File: src/rtl/kuz_pkg.sv
// kuz_pkg: shared types and constants for the Kuznyechik core scheduler.
//   KEY_W / BLK_W : key and block widths of the cipher core.
//   kuz_state_e   : scheduler sequencing states.
//   wrap_idx      : modular index helper used by the round-robin arbiter.
package kuz_pkg;

    localparam int unsigned KEY_W = 256;
    localparam int unsigned BLK_W = 128;

    typedef enum logic [2:0] {
        ST_IDLE,
        ST_DROP,
        ST_KEY,
        ST_RUN,
        ST_RESP,
        ST_ABORT
    } kuz_state_e;

    function automatic int unsigned wrap_idx(input int unsigned base,
                                             input int unsigned off,
                                             input int unsigned n);
        return (base + off) % n;
    endfunction

endpackage

File: src/rtl/kuz_rr_arbiter.sv
// kuz_rr_arbiter: round-robin grant over N_REQ requesters.
//   req_valid [N_REQ-1:0] : pending requests.
//   rr_ptr    [PTR_W-1:0] : highest-priority index for this decision.
//   grant     [N_REQ-1:0] : one-hot grant, first valid index at or after rr_ptr.
//   grant_idx [PTR_W-1:0] : binary index of the granted requester.
//   grant_any             : some requester is granted.
module kuz_rr_arbiter
    import kuz_pkg::*;
#(
    parameter int unsigned N_REQ = 2,
    parameter int unsigned PTR_W = $clog2(N_REQ)
) (
    input  logic [N_REQ-1:0] req_valid,
    input  logic [PTR_W-1:0] rr_ptr,
    output logic [N_REQ-1:0] grant,
    output logic [PTR_W-1:0] grant_idx,
    output logic             grant_any
);

    logic [PTR_W-1:0] cand;

    always_comb begin
        grant     = '0;
        grant_idx = '0;
        grant_any = 1'b0;
        cand      = '0;
        for (int unsigned off = 0; off < N_REQ; off++) begin
            cand = PTR_W'(wrap_idx(32'(rr_ptr), off, N_REQ));
            if (!grant_any && req_valid[cand]) begin
                grant[cand] = 1'b1;
                grant_idx   = cand;
                grant_any   = 1'b1;
            end
        end
    end

endmodule

File: src/rtl/kuz_scheduler.sv
// kuz_scheduler: shares one Kuznyechik encryption core between N_REQ requesters.
//   clk, rst_n            : clock (rising edge), async active-low reset.
//   req_valid/req_ready   : per-requester request handshake (ready = grant in IDLE).
//   req_key, req_word     : packed per-requester key (256b) and block (128b), index 0 in LSBs.
//   rsp_valid/rsp_ready   : per-requester response handshake, only the owner's ready counts.
//   rsp_word, rsp_err     : shared ciphertext bus and timeout flag, held through RESP.
//   core_read_key/_input_key   : key-load level and key to the core.
//   core_read_word/_input_word : block-start level and block to the core.
//   core_output_word, core_write, core_ready : core result, result pulse, expansion done.
module kuz_scheduler
    import kuz_pkg::*;
#(
    parameter int unsigned N_REQ       = 2,
    parameter int unsigned TIMEOUT_CYC = 4096
) (
    input  logic                   clk,
    input  logic                   rst_n,
    input  logic [N_REQ-1:0]       req_valid,
    input  logic [N_REQ*KEY_W-1:0] req_key,
    input  logic [N_REQ*BLK_W-1:0] req_word,
    output logic [N_REQ-1:0]       req_ready,
    output logic [N_REQ-1:0]       rsp_valid,
    input  logic [N_REQ-1:0]       rsp_ready,
    output logic [BLK_W-1:0]       rsp_word,
    output logic                   rsp_err,
    output logic                   core_read_key,
    output logic [KEY_W-1:0]       core_input_key,
    output logic                   core_read_word,
    output logic [BLK_W-1:0]       core_input_word,
    input  logic [BLK_W-1:0]       core_output_word,
    input  logic                   core_write,
    input  logic                   core_ready
);

    localparam int unsigned PTR_W = $clog2(N_REQ);
    localparam int unsigned WD_W  = $clog2(TIMEOUT_CYC);
    localparam logic [WD_W-1:0]  WD_LAST  = WD_W'(TIMEOUT_CYC - 1);
    localparam logic [PTR_W-1:0] PTR_LAST = PTR_W'(N_REQ - 1);

    kuz_state_e state, state_nxt;

    logic [PTR_W-1:0] rr_ptr;
    logic [PTR_W-1:0] owner;
    logic [PTR_W-1:0] grant_idx;
    logic [N_REQ-1:0] grant;
    logic             grant_any;
    logic             accept;

    logic [KEY_W-1:0] key_reg;
    logic [KEY_W-1:0] cached_key;
    logic [BLK_W-1:0] word_reg;
    logic             key_valid;
    logic [KEY_W-1:0] sel_key;
    logic [BLK_W-1:0] sel_word;
    logic             key_hit;

    logic [WD_W-1:0]  wd_cnt;
    logic             wd_expired;

    kuz_rr_arbiter #(
        .N_REQ (N_REQ),
        .PTR_W (PTR_W)
    ) u_arb (
        .req_valid (req_valid),
        .rr_ptr    (rr_ptr),
        .grant     (grant),
        .grant_idx (grant_idx),
        .grant_any (grant_any)
    );

    // Key/word of the granted requester.
    always_comb begin
        sel_key  = '0;
        sel_word = '0;
        for (int unsigned i = 0; i < N_REQ; i++) begin
            if (grant[i]) begin
                sel_key  = req_key[i*KEY_W +: KEY_W];
                sel_word = req_word[i*BLK_W +: BLK_W];
            end
        end
    end

    assign key_hit    = (sel_key == cached_key);
    assign accept     = (state == ST_IDLE) && grant_any;
    assign wd_expired = (wd_cnt == WD_LAST);

    // key_reg only changes on accept, and a changed key always passes through
    // DROP with read_key low, so the key bus is stable whenever read_key is high.
    assign core_input_key  = key_reg;
    assign core_input_word = word_reg;

    always_ff @(posedge clk or negedge rst_n) begin
        if (!rst_n) begin
            state <= ST_IDLE;
        end else begin
            state <= state_nxt;
        end
    end

    always_comb begin
        state_nxt      = state;
        req_ready      = '0;
        rsp_valid      = '0;
        core_read_key  = 1'b0;
        core_read_word = 1'b0;
        case (state)
            ST_IDLE: begin
                req_ready     = grant;
                // A loaded key stays presented between blocks so a hit skips expansion.
                core_read_key = key_valid;
                if (grant_any) begin
                    if (key_valid && key_hit) begin
                        state_nxt = ST_RUN;
                    end else if (key_valid) begin
                        state_nxt = ST_DROP;
                    end else begin
                        state_nxt = ST_KEY;
                    end
                end
            end
            ST_DROP: begin
                state_nxt = ST_KEY;
            end
            ST_KEY: begin
                core_read_key = 1'b1;
                // Completion in the expiry cycle takes priority over abort.
                if (core_ready) begin
                    state_nxt = ST_RUN;
                end else if (wd_expired) begin
                    state_nxt = ST_ABORT;
                end
            end
            ST_RUN: begin
                core_read_key  = 1'b1;
                core_read_word = 1'b1;
                if (core_write) begin
                    state_nxt = ST_RESP;
                end else if (wd_expired) begin
                    state_nxt = ST_ABORT;
                end
            end
            ST_RESP: begin
                rsp_valid[owner] = 1'b1;
                core_read_key    = key_valid;
                if (rsp_ready[owner]) begin
                    state_nxt = ST_IDLE;
                end
            end
            ST_ABORT: begin
                state_nxt = ST_RESP;
            end
            default: begin
                state_nxt = ST_IDLE;
            end
        endcase
    end

    always_ff @(posedge clk or negedge rst_n) begin
        if (!rst_n) begin
            rr_ptr     <= '0;
            owner      <= '0;
            key_reg    <= '0;
            word_reg   <= '0;
            cached_key <= '0;
            key_valid  <= 1'b0;
            wd_cnt     <= '0;
            rsp_word   <= '0;
            rsp_err    <= 1'b0;
        end else begin
            // Watchdog restarts on every state change and only runs in KEY/RUN.
            if (state_nxt != state) begin
                wd_cnt <= '0;
            end else if (state == ST_KEY || state == ST_RUN) begin
                wd_cnt <= wd_cnt + 1'b1;
            end

            if (accept) begin
                key_reg  <= sel_key;
                word_reg <= sel_word;
                owner    <= grant_idx;
                rr_ptr   <= (grant_idx == PTR_LAST) ? '0 : grant_idx + 1'b1;
            end

            case (state)
                ST_DROP: begin
                    key_valid <= 1'b0;
                end
                ST_KEY: begin
                    if (core_ready) begin
                        cached_key <= key_reg;
                        key_valid  <= 1'b1;
                    end
                end
                ST_RUN: begin
                    if (core_write) begin
                        rsp_word <= core_output_word;
                        rsp_err  <= 1'b0;
                    end
                end
                ST_ABORT: begin
                    key_valid <= 1'b0;
                    rsp_word  <= '0;
                    rsp_err   <= 1'b1;
                end
                default: begin
                end
            endcase
        end
    end

endmodule
File: config.mk
export PLATFORM = sky130hd
export DESIGN_NAME = kuz_scheduler
export DESIGN_NICKNAME = d
export VERILOG_FILES = /design/src/rtl/kuz_pkg.sv /design/src/rtl/kuz_rr_arbiter.sv /design/src/rtl/kuz_scheduler.sv
export SDC_FILE = /design/constraint.sdc
export NUM_CORES = 1
export LEC_CHECK = 0
export BUFFER_PORTS_ARGS = -buffer_cell sky130_fd_sc_hd__buf_2
export CORE_AREA = 4 4 552 554
export CTS_BUF_LIST = sky130_fd_sc_hd__clkbuf_16
export CTS_CLUSTER_SIZE = 25
export DETAILED_ROUTE_END_ITERATION = 12
export DIE_AREA = 0 0 556 558
export PLACE_DENSITY = 0.3
export SYNTH_ARGS = -nofsm -noshare
export SYNTH_HDL_FRONTEND = slang
export SYNTH_SLANG_ARGS = --single-unit
File: constraint.sdc
create_clock -name clk -period 2.8 [get_ports clk]
set_input_delay 0.42 -clock clk [delete_from_list [all_inputs] [get_ports clk]]
set_output_delay 0.42 -clock clk [all_outputs]
set_load 0.02 [all_outputs]
# After elaboration in Yosys (flattened, before gate mapping)

Cells that the tools add are included.

Add/subtract/negate cells: 3
$mul: 0
Divide/modulo/power cells: 0
$lt $le $gt $ge: 6
Equal/unequal tests: 10
Shift operators: 0
Muxes and demuxes: 43
Bitwise gates (word level): 1
Reductions and logical operators: 18

Operator list:

| operator                | number |
|---|---|
| $mux W256               | 2 |
| $mux W128               | 3 |
| $eq A256 B256 Y1        | 1 |
| $pmux W128 S2           | 1 |
| $mux W12                | 2 |
| $pmux W3 S6             | 1 |
| $mux W1                 | 17 |
| $mux W3                 | 5 |
| $add A12 B1 Y12 const B | 1 |
| $eq A12 B12 Y1 const B  | 1 |
| $mux W2                 | 6 |
| $eq A3 B2 Y1 const B    | 2 |
| $eq A3 B3 Y1 const B    | 2 |
| $logic_and A1 B1 Y1     | 6 |
| $lt A1 B2 Y1 const B    | 3 |
| $pmux W1 S2             | 3 |
| $reduce_and A2 Y1       | 3 |
| $reduce_bool A2 Y1      | 3 |
| $reduce_or A2 Y1        | 3 |
| $ne A2 B2 Y1 const B    | 2 |
| $demux W1 S1            | 3 |
| $eq A3 B1 Y1 const B    | 1 |
| $ge A1 B1 Y1 const B    | 3 |
| $logic_not A3 Y1        | 1 |
| other kinds (5)         | 6 |

Register bits after elaboration: 787
Bits in latches: 0
RAM bits: 0
ROM bits: 0
Bits of input ports: 904
Output and inout port bits: 519
Logic and storage cells: 91
Memories: 0

# Depth between registers and ports, before layout

Word-level depth: 16
Mapped depth: 11
Depth with buffers taken out: 8

# Hierarchy

A second synthesis with hierarchy kept.

Cell total of the unflattened synthesis: 3,949
Area, all modules: 39,919.5 um^2

By module, submodules not included:

| module         | times used | cells an instance | area each (um^2) |
|---|---|---|---|
| kuz_scheduler  | 1          | 3,944             | 39,887.0 |
| kuz_rr_arbiter | 1          | 5                 | 32.5 |

# Worst setup path before layout

Ideal clock, no wire load.

Kind: input-to-output
From: input port req_valid[1]
To: output port req_ready[0]
Arrival: 2,096 ps
Data required time: 2,380 ps
Setup slack: 284 ps
Stages on the path: 7
Cell sequence: buf_2 > a21boi_2 > clkbuf_1 > buf_2 > and2_1 > clkbuf_1 > clkbuf_1

Cells in the longest elaborated chain, start to end: 7

RTL lines:

| item                                        | line                 | text |
|---|---|---|
| from (decl)                                 | kuz_scheduler.sv:18  | `input logic [N_REQ-1:0] req_valid,` |
| $mux W1 (not written as such) (2 in series) | kuz_rr_arbiter.sv:29 | `if (!grant_any && req_valid[cand]) begin` |
| $mux W1                                     | kuz_rr_arbiter.sv:29 |  |
| $logic_not A1 Y1                            | kuz_rr_arbiter.sv:29 |  |
| $logic_and A1 B1 Y1                         | kuz_rr_arbiter.sv:29 |  |
| $mux W2 (*)                                 | kuz_rr_arbiter.sv:29 |  |
| $mux W2 (*)                                 | kuz_scheduler.sv:106 | `case (state)` |
| to (decl)                                   | kuz_scheduler.sv:21  | `output logic [N_REQ-1:0] req_ready,` |

Mark *: on every way between the ends. The rest lies on a longest branch, timed or not. The select of a mux whose other input is x is not followed.

# Worst setup path after layout

From: register rr_ptr
To: register state[1]

Cells in the longest elaborated chain, start to end: 14

RTL lines:

| item                                                                 | line                 | text |
|---|---|---|
| from (decl)                                                          | kuz_scheduler.sv:42  | `logic [PTR_W-1:0] rr_ptr;` |
| from (signal assigned)                                               | kuz_scheduler.sv:181 | `rr_ptr <= (grant_idx == PTR_LAST) ? '0 : grant_idx + 1'b1;` |
| $add A1 B1 Y1, or another cell as far along                          | kuz_pkg.sv:22        | `return (base + off) % n;` |
| $lt A1 B2 Y1 (not written as such), or another cell as far along     | kuz_rr_arbiter.sv:30 | `grant[cand] = 1'b1;` |
| $logic_and A1 B1 Y1 (not written as such) or $mux W1 (tied branches) | kuz_rr_arbiter.sv:30 |  |
| $mux W1 (not written as such) or $demux W1 S1 (tied branches)        | --                   |  |
| $demux W1 S1 or $mux W2 (tied branches)                              | --                   |  |
| $or A2 B2 Y2 (no source line)                                        | --                   |  |
| $mux W2                                                              | kuz_rr_arbiter.sv:29 |  |
| $mux W256 (2 in series)                                              | kuz_scheduler.sv:76  | `if (grant[i]) begin` |
| $eq A256 B256 Y1                                                     | kuz_scheduler.sv:83  | `assign key_hit = (sel_key == cached_key);` |
| $logic_and A1 B1 Y1                                                  | kuz_scheduler.sv:112 | `if (key_valid && key_hit) begin` |
| $mux W2                                                              | kuz_scheduler.sv:112 |  |
| $mux W3 (*)                                                          | kuz_scheduler.sv:111 | `if (grant_any) begin` |
| $pmux W3 S6 (*)                                                      | kuz_scheduler.sv:106 |  |
| named net state_nxt[1]                                               | kuz_scheduler.sv:40  | `kuz_state_e state, state_nxt;` |
| to (signal assigned)                                                 | kuz_scheduler.sv:96  | `state <= state_nxt;` |
| to (decl)                                                            | kuz_scheduler.sv:40  |  |

Mark *: on every way through the listed nets, which the timed path passes. The rest lies on a longest branch. The select of a mux whose other input is x is not followed.
A chain may end at the register's enable or synchronous reset.

==> metrics.txt <==
status=finished with violations; failing checks=setup timing; Seq pwr share=30.9%; DPL Wire Length=216 mm; Final Setup Violations=1; routed vias/inst=3.77; Yosys top cell area share=57.0%; min Tclk post-route=3.50 ns; vias in the first global route=38400; Synth Register Bits=787; grt total ovfl=0; Max Used Layer=met5; first-pass GRT wire length=351 mm; dominant cell type by area after synthesis=dfrtp_1; PwrDens=1030 nW/um^2; via count=36300; Synth Area per Inst=11.5 um^2; Slew headroom=26.2%; fraction of layout cells with a size suffix above 1=42.5%; Pre-Repair DR Iteration Count=7; Unique masters post-synth=39; die footprint=310000 um^2; filler cell count in the final layout=32900; Yosys warning count=0; Final Skew=0.0946 ns; htree depth=3; commonest non-fill, non-tap cell in the layout=buf_2; FP Rows=201; nets=6439; Internal=35.7 mW; Crit Path Max Fanout=16; Design Power=63.8 mW; Final Hold Viols=0; die width=556 um; metal2 WL=135 mm; FFs w/ async S/R, synth=100%; RePlAce Congestion=0.853; Num CTS Buffers=112; Initial Util=11.5%; RSZ-0062 raised after global routing=yes; Crit Path Category=reg -> reg; WP data required=3.59 ns; Skew-Pair Late Insertion Delay=0.85 ns; metal3 WL=16.5 mm; DR DRC count=0; Peak VDD IR=582 uV; initial antenna violation count=114; synthesized instance count=3006; total track usage=16.5%; Worst-Margin Slew=1.11 ns; die height=558 um; FMAX=286 MHz; worst min path class=in -> reg; Final Cycle Share=125%; core box area=300000 um^2; Clk pwr share=21.8%; CTS Buffer Depth=4; final non-filler cell total=9628; final core utilization=20.8%; Max-Cap Viols=0; Fin Setup TNS=-0.697 ns; DP Worst Slack=-1.89 ns; final setup margin=-0.697 ns; Area Overhead vs Synth=80.2%; switching part of the total=44.1%; dominant cells by area after synthesis=dfrtp_1, mux2_2, xor2_1; I/O pins=1423; most frequent cells in the layout=buf_2, dfrtp_1, dlygate4sd3_1, nand2_1, buf_4; CP Data Arrival Time=4.29 ns; final WL=267 mm; top_reg_cell synth=dfrtp_1; Iteration-0 DRC Markers=2114; Syn Nets=3911; Clock Pin Slew Worst Setup and Hold Paths=0.06 ns; Pleak=29.3 nW; crit start category=flop; EDFF count, synth=0; met1 WL=106 mm; routed len/inst=27.8 um; Net Switching=28.1 mW; CTS root buf=clkbuf_16; mapped cell area=34600 um^2; largest net degree at the start of global routing=79; Inst Count DP=8549; sequential share of the synthesized area=57.0%; Comb power frac=47.3%; Post-DRT Antenna Nets=0; CTS tree=yes; Crit. End Element=flop; final-report max-slew violation count=0; clock sinks=787; port bufs=1422
-- kinds of logic after synthesis --
logic type,after synthesis,share of synthesized area (%)
compound gates,791,16.9
xor+xnor,267,6.77
fa+ha+maj,1,0.0362
buf+inv,251,3.13
flops,787,57.0
mux,258,8.40
simple gates,651,7.81
-- sequential cells by signal, summed over array words and instances, names as in the netlist --
signal	cells
state	3
rr_ptr	1
owner	1
rsp_word	128
core_input_key	256
key_valid	1
core_input_word	128
rsp_err	1
cached_key	256
wd_cnt	12
-- timing repair --
item | 4_1_cts | 5_1_grt
hold buffers | 778 | 0
endpoints found under the setup margin | 96 | 3
setup buffers | 25 | 21
pin swaps | 30 | 40
gates cloned | 5 | 5
resized for setup | 63 | 68
endpoints found under the hold margin | 501 | 0
-- cell type report --
type | instances | area (um^2) | area share (%)
repair buffers | 2659 | 19400 | 31.1
diodes | 47 | 118 | 0.189
multi-input cells | 1969 | 14600 | 23.5
clock inverters | 91 | 676 | 1.08
clock buffers | 112 | 2800 | 4.50
flip-flops and latches | 787 | 19700 | 31.6
inverters | 5 | 18.8 | 0.0301
well taps | 3958 | 4950 | 7.95
-- power by group through the flow --
stage,Clock [mW],Sequential [mW],Combinational (mW)
2_1_floorplan,0,22.6,9.50
3_3_place_gp,0,19.8,28.6
6_report,13.9,19.7,30.2
5_1_grt,14.9,20.3,32.6
4_1_cts,14.6,19.7,30.9
3_5_place_dp,0,19.8,28.7
-- Yosys cell counts (6+ instances only) --
cell type	n
a22o_1	128
a22oi_1	127
a32oi_1	248
a32oi_2	9
buf_1	18
buf_2	42
buf_6	11
clkbuf_1	174
dfrtp_1	787
mux2_2	256
nand2_1	526
nand4_1	70
nor2_1	21
nor4_1	17
o21ai_0	263
xnor2_1	6
xor2_1	261
-- path summary, 6_finish.rpt --
kind                                     start                   end  slack [ns]  cells after the start
setup / recovery                        rr_ptr              state[1]       -0.70                     15
max in group asynchronous                rst_n       cached_key[229]        1.28                      3
setup reg to reg                        rr_ptr              state[1]       -0.70                     15
min in group asynchronous                rst_n  core_input_word[110]        0.35                      2
hold reg to reg            core_input_word[50]   core_input_word[50]        0.47                      2
hold / removal                   req_word[181]   core_input_word[53]        0.08                      4
-- stage by stage --
step | instance area [um^2] | hold WS, ns
after global routing | 62300 | 0.0172
after CTS | 61400 | 0.000737
final | 62300 | 0.0776
after floorplan | 34600 | 0.124
after detailed placement | 49400 | 0.454
after global placement | 49400 | 0.448
-- worst max-delay path, stage by stage (launching register included) --
cell,delay (ns)
dfrtp_1,0.42
nand2b_4,0.20
buf_4,0.15
buf_4,0.15
bufbuf_16,0.30
a32oi_2,0.27
xor2_1,0.23
buf_4,0.16
nand4_1,0.12
buf_4,0.18
nor4_2,0.38
buf_4,0.17
nand4_1,0.09
buf_4,0.19
o41ai_4,0.32
a211o_1,0.16
-- layer usage --
layer  track usage, %  vias up
li1                 -    16200
met1             19.2    18200
met2             29.6     1469
met3             3.76      388
met4             5.28       28
met5                0        -
Power figures use the tool's default switching activity.
